==> src/rtl/spi_pkg.sv <==
// ----------------------------------------------------------------------------
// spi_pkg
// Shared definitions for the SPI mode-0 master controller.
//   - spi_state_e : controller state encoding (IDLE, SETUP, TRANSFER, HOLD, DONE)
//   - DEFAULT_DATA_W / DEFAULT_CLK_DIV : default frame width and sclk divider
//   - sel_width() : width of a slave-select index for a given slave count
// ----------------------------------------------------------------------------
package spi_pkg;

    localparam int DEFAULT_DATA_W  = 16;
    localparam int DEFAULT_CLK_DIV = 2;

    typedef enum logic [2:0] {
        IDLE,
        SETUP,
        TRANSFER,
        HOLD,
        DONE
    } spi_state_e;

    // A single slave still needs a one-bit select port, so never return zero.
    function automatic int sel_width(input int numSlaves);
        return (numSlaves > 1) ? $clog2(numSlaves) : 1;
    endfunction

endpackage

==> src/rtl/spi_sclk_gen.sv <==
// ----------------------------------------------------------------------------
// spi_sclk_gen
// Divider counter and sclk toggle for the SPI master.
// Ports:
//   clk, reset      : system clock, asynchronous active-low reset
//   en_i            : run the divider; when low the counter and sclk clear
//   toggle_en_i     : allow sclk to toggle on divider wrap (low = phase timer only)
//   tick_o          : single-cycle strobe on the last cycle of each half-period
//   rise_tick_o     : tick_o on which sclk goes 0 -> 1
//   fall_tick_o     : tick_o on which sclk goes 1 -> 0
//   sclk_o          : SPI clock, idles low
// ----------------------------------------------------------------------------
module spi_sclk_gen #(
    parameter int CLK_DIV = 2
) (
    input  logic clk,
    input  logic reset,
    input  logic en_i,
    input  logic toggle_en_i,
    output logic tick_o,
    output logic rise_tick_o,
    output logic fall_tick_o,
    output logic sclk_o
);

    localparam logic [7:0] DIV_LAST = 8'(CLK_DIV - 1);

    logic [7:0] divCnt_q, divCnt_d;
    logic       sclk_q, sclk_d;

    // The strobes describe what sclk does at the coming clk edge, so the
    // controller can act on the same edge that moves sclk.
    assign tick_o      = en_i && (divCnt_q == DIV_LAST);
    assign rise_tick_o = tick_o && toggle_en_i && !sclk_q;
    assign fall_tick_o = tick_o && toggle_en_i && sclk_q;
    assign sclk_o      = sclk_q;

    // Divider wraps at CLK_DIV-1; disabling clears it so every phase starts
    // with a full half-period.
    always_comb begin
        divCnt_d = divCnt_q;
        sclk_d   = sclk_q;
        if (!en_i) begin
            divCnt_d = '0;
            sclk_d   = 1'b0;
        end else begin
            divCnt_d = tick_o ? 8'd0 : divCnt_q + 8'd1;
            if (tick_o && toggle_en_i) begin
                sclk_d = !sclk_q;
            end
        end
    end

    // Divider and sclk registers.
    always_ff @(posedge clk or negedge reset) begin
        if (!reset) begin
            divCnt_q <= '0;
            sclk_q   <= 1'b0;
        end else begin
            divCnt_q <= divCnt_d;
            sclk_q   <= sclk_d;
        end
    end

endmodule

==> src/rtl/spi_master_ctrl.sv <==
// ----------------------------------------------------------------------------
// spi_master_ctrl
// SPI mode-0 master: latches a word and slave index on start, drives that
// slave's chip select, shifts the word out on mosi while capturing miso, and
// reports the received word with a one-cycle done pulse.
// Ports:
//   clk, reset   : system clock, asynchronous active-low reset
//   start        : request, sampled only in IDLE
//   slave_sel    : target slave index (out-of-range requests are ignored)
//   tx_data      : word to transmit
//   miso         : serial data from the selected slave
//   sclk, mosi   : SPI clock (idles low) and serial data out
//   cs_n         : one-hot-low chip selects
//   busy, done   : frame in progress / one-cycle completion pulse
//   rx_data      : last received word, held until the next done
// Build option: SPI_LSB_FIRST_EN selects LSB-first shifting in both
// directions; without it frames are MSB-first.
// ----------------------------------------------------------------------------
module spi_master_ctrl
    import spi_pkg::*;
#(
    parameter  int DATA_W     = DEFAULT_DATA_W,
    parameter  int CLK_DIV    = DEFAULT_CLK_DIV,
    parameter  int NUM_SLAVES = 2,
    localparam int SEL_W      = sel_width(NUM_SLAVES)
) (
    input  logic                  clk,
    input  logic                  reset,
    input  logic                  start,
    input  logic [SEL_W-1:0]      slave_sel,
    input  logic [DATA_W-1:0]     tx_data,
    input  logic                  miso,
    output logic                  sclk,
    output logic                  mosi,
    output logic [NUM_SLAVES-1:0] cs_n,
    output logic                  busy,
    output logic                  done,
    output logic [DATA_W-1:0]     rx_data
);

    // One extra bit so the counter can hold DATA_W itself without wrapping.
    localparam int               BIT_W    = $clog2(DATA_W) + 1;
    localparam logic [BIT_W-1:0] BIT_LAST = BIT_W'(DATA_W);

    spi_state_e         state_q, state_d;
    logic [DATA_W-1:0]  txShift_q, txShift_d;
    logic [DATA_W-1:0]  rxShift_q, rxShift_d;
    logic [DATA_W-1:0]  rxData_q, rxData_d;
    logic [SEL_W-1:0]   sel_q, sel_d;
    logic [BIT_W-1:0]   bitCnt_q, bitCnt_d;

    logic               frameActive, selValid, lastBit;
    logic               tick, riseTick, fallTick;
    logic               txBit;
    logic [DATA_W-1:0]  txNext, rxNext;

    assign selValid    = 32'(slave_sel) < 32'(NUM_SLAVES);
    assign frameActive = (state_q == SETUP) || (state_q == TRANSFER) || (state_q == HOLD);
    assign lastBit     = (bitCnt_q == BIT_LAST);
    assign rx_data     = rxData_q;

`ifdef SPI_LSB_FIRST_EN
    assign txBit  = txShift_q[0];
    assign txNext = {1'b0, txShift_q[DATA_W-1:1]};
    assign rxNext = {miso, rxShift_q[DATA_W-1:1]};
`else
    assign txBit  = txShift_q[DATA_W-1];
    assign txNext = {txShift_q[DATA_W-2:0], 1'b0};
    assign rxNext = {rxShift_q[DATA_W-2:0], miso};
`endif

    // The divider doubles as the SETUP/HOLD phase timer; sclk only toggles
    // in TRANSFER.
    spi_sclk_gen #(
        .CLK_DIV (CLK_DIV)
    ) u_sclk_gen (
        .clk         (clk),
        .reset       (reset),
        .en_i        (frameActive),
        .toggle_en_i (state_q == TRANSFER),
        .tick_o      (tick),
        .rise_tick_o (riseTick),
        .fall_tick_o (fallTick),
        .sclk_o      (sclk)
    );

    // State register.
    always_ff @(posedge clk or negedge reset) begin
        if (!reset) begin
            state_q <= IDLE;
        end else begin
            state_q <= state_d;
        end
    end

    // Next-state logic. TRANSFER ends on the falling edge that follows the
    // last rising edge, which also returns sclk low.
    always_comb begin
        state_d = state_q;
        case (state_q)
            IDLE:     if (start && selValid) state_d = SETUP;
            SETUP:    if (tick)              state_d = TRANSFER;
            TRANSFER: if (fallTick && lastBit) state_d = HOLD;
            HOLD:     if (tick)              state_d = DONE;
            DONE:                            state_d = IDLE;
            default:                         state_d = IDLE;
        endcase
    end

    // Datapath next-state: latch on accept, sample miso on rising edges,
    // advance mosi on falling edges except the final one so the last bit
    // stays on the line through HOLD.
    always_comb begin
        txShift_d = txShift_q;
        rxShift_d = rxShift_q;
        rxData_d  = rxData_q;
        sel_d     = sel_q;
        bitCnt_d  = bitCnt_q;
        if (state_q == IDLE && start && selValid) begin
            txShift_d = tx_data;
            sel_d     = slave_sel;
            rxShift_d = '0;
            bitCnt_d  = '0;
        end
        if (riseTick) begin
            rxShift_d = rxNext;
            bitCnt_d  = bitCnt_q + 1'b1;
        end
        if (fallTick && !lastBit) begin
            txShift_d = txNext;
        end
        if (state_q == HOLD && tick) begin
            rxData_d = rxShift_q;
        end
    end

    // Datapath registers.
    always_ff @(posedge clk or negedge reset) begin
        if (!reset) begin
            txShift_q <= '0;
            rxShift_q <= '0;
            rxData_q  <= '0;
            sel_q     <= '0;
            bitCnt_q  <= '0;
        end else begin
            txShift_q <= txShift_d;
            rxShift_q <= rxShift_d;
            rxData_q  <= rxData_d;
            sel_q     <= sel_d;
            bitCnt_q  <= bitCnt_d;
        end
    end

    // Outputs decode straight from registered state so reset reaches them
    // without waiting for a clock.
    always_comb begin
        busy = (state_q != IDLE);
        done = (state_q == DONE);
        mosi = frameActive ? txBit : 1'b0;
        cs_n = '1;
        for (int i = 0; i < NUM_SLAVES; i++) begin
            if (frameActive && sel_q == SEL_W'(i)) begin
                cs_n[i] = 1'b0;
            end
        end
    end

endmodule

==> config.mk <==
export PLATFORM = sky130hd
export DESIGN_NAME = spi_master_ctrl
export DESIGN_NICKNAME = d
export VERILOG_FILES = /design/src/rtl/spi_pkg.sv /design/src/rtl/spi_sclk_gen.sv /design/src/rtl/spi_master_ctrl.sv
export SDC_FILE = /design/constraint.sdc
export NUM_CORES = 1
export LEC_CHECK = 0
export BUFFER_PORTS_ARGS = -buffer_cell sky130_fd_sc_hd__buf_2
export CAP_MARGIN = 20
export CORE_ASPECT_RATIO = 1.4
export CORE_MARGIN = 3
export CORE_UTILIZATION = 55
export CTS_CLUSTER_DIAMETER = 80
export CTS_CLUSTER_SIZE = 40
export DETAILED_ROUTE_END_ITERATION = 16
export PLACE_DENSITY_LB_ADDON = 0.15
export SYNTH_ARGS = -nofsm -noshare
export SYNTH_HDL_FRONTEND = slang
export SYNTH_SLANG_ARGS = --single-unit
==> constraint.sdc <==
create_clock -name clk -period 2.4 [get_ports clk]
set_clock_uncertainty 0.1 [all_clocks]
set_input_delay 0.24 -clock clk [delete_from_list [all_inputs] [get_ports clk]]
set_output_delay 0.24 -clock clk [all_outputs]
set_load 0.03 [all_outputs]
==> results.json <==
{
  "max_freq_mhz": 446,
  "drc_errors": 0,
  "h-tree-depth": 3,
  "cp_slowest_stage_delay_ns": 0.52,
  "grt_max_degree": 43,
  "synth_top_area_frac": 0.573,
  "vias": 2106,
  "syn-mean-instance-area_um2": 11.1,
  "clk_pin_slew_ns": 0.08,
  "relSlewSlack": 0.612,
  "insertedDiodeCount": 0,
  "startpoint": "u_sclk_gen.divCnt_q[1]$_DFF_PN0_",
  "antenna_left": 0,
  "syn_area_um2": 2880,
  "clkSinkCount": 66,
  "multiInputGateArea_um2": 1150,
  "cts_buffers": 9,
  "synth.largest_area_cell": "dfrtp_1",
  "final_cell_mix": "66 x dfrtp_1, 44 x nand2_1, 42 x buf_2",
  "reg2reg_from": "u_sclk_gen.divCnt_q[1]$_DFF_PN0_",
  "r2r-end": "txShift_q[13]$_DFFE_PN0P_",
  "cts_resized": 0,
  "grt_pass1_vias": 2063,
  "hold_viol_final": 0,
  "gp_congestion": 0.741,
  "path_class": "flop to flop",
  "regArea_um2": 1650,
  "vias_per_cell": 5.51,
  "fin_setup_tns_ns": 0,
  "synthMuxAreaShare": 0.0703,
  "vdd_ir_drop_max_mv": 0.435,
  "die_width_um": 67.2,
  "grt_pass1_wl_mm": 9.19,
  "overflow": 0,
  "antenna_found_initial": 0,
  "worst_setup_path_end_kind": "flop",
  "path_depth": 6,
  "synth-compound-area-share": 0.0742,
  "ys_warn_count": 0,
  "mostFrequentLayoutCell": "dfrtp_1",
  "worst_r2r_path_depth": 6,
  "drtIter0Drc": 112,
  "power_uw": 2350,
  "worst_ep_required_time_ns": 2.52,
  "arrival_ns": 2.36,
  "crit_family": "compound AO/OA/AOI/OAI gates",
  "postCtsHoldBufs": 3,
  "cts_setup_buffers": 0,
  "period_share": 0.934,
  "instances_no_fill": 382,
  "cp_num_buf_inv": 1,
  "synth_seq_cells": 66,
  "worst_pin_slew_ns": 0.582,
  "synth.area.top_cells": "dfrtp_1 57%, mux2_2 7.0%, nand2_1 5.7%",
  "rsz0062_at_grt": "false",
  "num_rows": 30,
  "synth_xor_area_frac": 0.0273,
  "swShare": 0.211,
  "switchingPower_uw": 496,
  "leakagePower_uw": 0.00178,
  "internal_power_uw": 1850,
  "yosys.area_share.simple": 0.209,
  "yosysSeqAreaShare": 0.573,
  "die_area_um2": 6160,
  "grt_util_all_layers": 0.198,
  "dp.cells": 363,
  "p_comb_frac": 0.028,
  "clock-root-buffer": "clkbuf_8",
  "worstSetupEndpoint": "txShift_q[13]$_DFFE_PN0P_",
  "cts_max_path_buffers": 2,
  "clk_latency_ns": 0.34,
  "pwr-share-clk": 0.488,
  "min_period_ns": 2.24,
  "outcome": "finished, final reports clean",
  "reg2reg_setup_slack_ns": 0.16,
  "place_hpwl_mm": 3.82,
  "hold_class": "input port to flop",
  "async_reset_ff_frac": 1.00,
  "die_y_um": 91.7,
  "maxCapViolations": 0,
  "drive_gt1_frac": 0.280,
  "startpoint_type": "flop",
  "synth_top_family_by_area": "simple AND/OR/NAND/NOR gates",
  "path_max_fanout": 15,
  "synthAdderAreaFrac": 0.0174,
  "power_frac_seq": 0.484,
  "firstDrtPassIters": 4,
  "synth_edf_count": 0,
  "pwr_density_cell_nw_per_um2": 677,
  "wl_per_cell_um": 14.4,
  "cts_tree": "done",
  "syn_nets": 285,
  "numPortBuffers": 42,
  "area_growth_pct": 20.4,
  "syn_inst": 260,
  "fillCellCount": 399,
  "setup_viol": 0,
  "wl_mm": 5.50,
  "critPathSlowestCell": "o31a_1",
  "synthFlopType": "dfrtp_1",
  "nets": 338,
  "crit_chain": "inv_1, ha_1, nor3b_2, nand3_1, o31a_1, a221o_1",
  "initial_utilization": 0.582,
  "coreArea_um2": 4950,
  "synth.distinct_cells": 34,
  "ios": 43,
  "maxSlewViolCount": 0
}
per-layer routing:
layer	track usage	up-vias	wire (um)
met4	0.0812	0	144
met3	0.0551	11	241
li1	-	1011	-
met5	0	-	0
met2	0.324	44	2760
met1	0.242	1040	2360
final cells by class:
| cell class | count | area share |
|---|---|---|
| Clock inverter | 7 | 0.0360 |
| Timing Repair Buffer | 54 | 0.0923 |
| Sequential cell | 66 | 0.476 |
| Inverter | 6 | 0.00649 |
| Tap cell | 64 | 0.0231 |
| Multi-Input combinational cell | 176 | 0.331 |
| Clock buffer | 9 | 0.0357 |
Yosys cell counts (3+ instances only):
library cell and instances:
dfrtp_1 66, o21ai_0 4, nor2_1 12, nand3_1 29, ha_1 4, clkbuf_1 5, buf_2 4, nand2_1 44
a221o_1 15, nor3_1 3, and2_1 18, inv_1 6, xor2_1 7, mux2_2 18
tightest hold or removal path, cell delays in order:
cell	delay, ns
buf_2	0.10
nand2_1	0.05
a21oi_1	0.06
kinds of logic (layout without fill, tap and decap cells):
group,count (synthesis),after routing
AOI/OAI and AO/OA,25,25
adders and majority gates,4,4
and+or+nand+nor,120,120
DFF,66,66
xor gates and xnor gates,9,9
buffers and inverters,18,76
muxes,18,18
per-stage QoR:
| stage | utilization | area, um2 | worst slack (ns) | hold WS [ns] |
|---|---|---|---|---|
| finish | 0.701 | 3470 | 0.159 | 0.0650 |
| global route | 0.701 | 3470 | 0.0209 | 0.0768 |
| CTS | 0.701 | 3470 | 0.175 | 0.0518 |
| detailed placement | 0.644 | 3190 | 0.183 | 0.173 |
| global placement | 0.644 | 3190 | 0.289 | 0.164 |
| floorplan | - | 2880 | 0.284 | -0.156 |
power groups by stage:
stage	combinational, uW	sequential (uW)	clock (uW)
after floorplan	19.4	1160	0
after global placement	63.6	1160	0
after detailed placement	65.5	1160	0
after CTS	69.0	1140	1170
after global routing	76.9	1140	1210
final	66.3	1140	1150
sequential cells by signal, indices dropped and copies added (netlist names):
signal / count
rxShift_q: 16
u_sclk_gen.divCnt_q: 8
state_q: 3
u_sclk_gen.sclk_o: 1
bitCnt_q: 5
rx_data: 16
sel_q: 1
txShift_q: 16
how the worst min path moves through the flow:
stage                     slack, ns  cells after the start                          endpoint       start
after floorplan               -0.16                      0           bitCnt_q[0]$_DFFE_PN0P_       reset
after global placement         0.16                      1  u_sclk_gen.divCnt_q[7]$_DFF_PN0_       reset
after detailed placement       0.17                      1  u_sclk_gen.divCnt_q[7]$_DFF_PN0_       reset
after CTS                      0.05                      3          txShift_q[0]$_DFFE_PN0P_  tx_data[0]
after global routing           0.08                      3          txShift_q[0]$_DFFE_PN0P_  tx_data[0]
final                          0.06                      3          txShift_q[0]$_DFFE_PN0P_  tx_data[0]
Note: power is estimated with default switching activity, not from simulation.
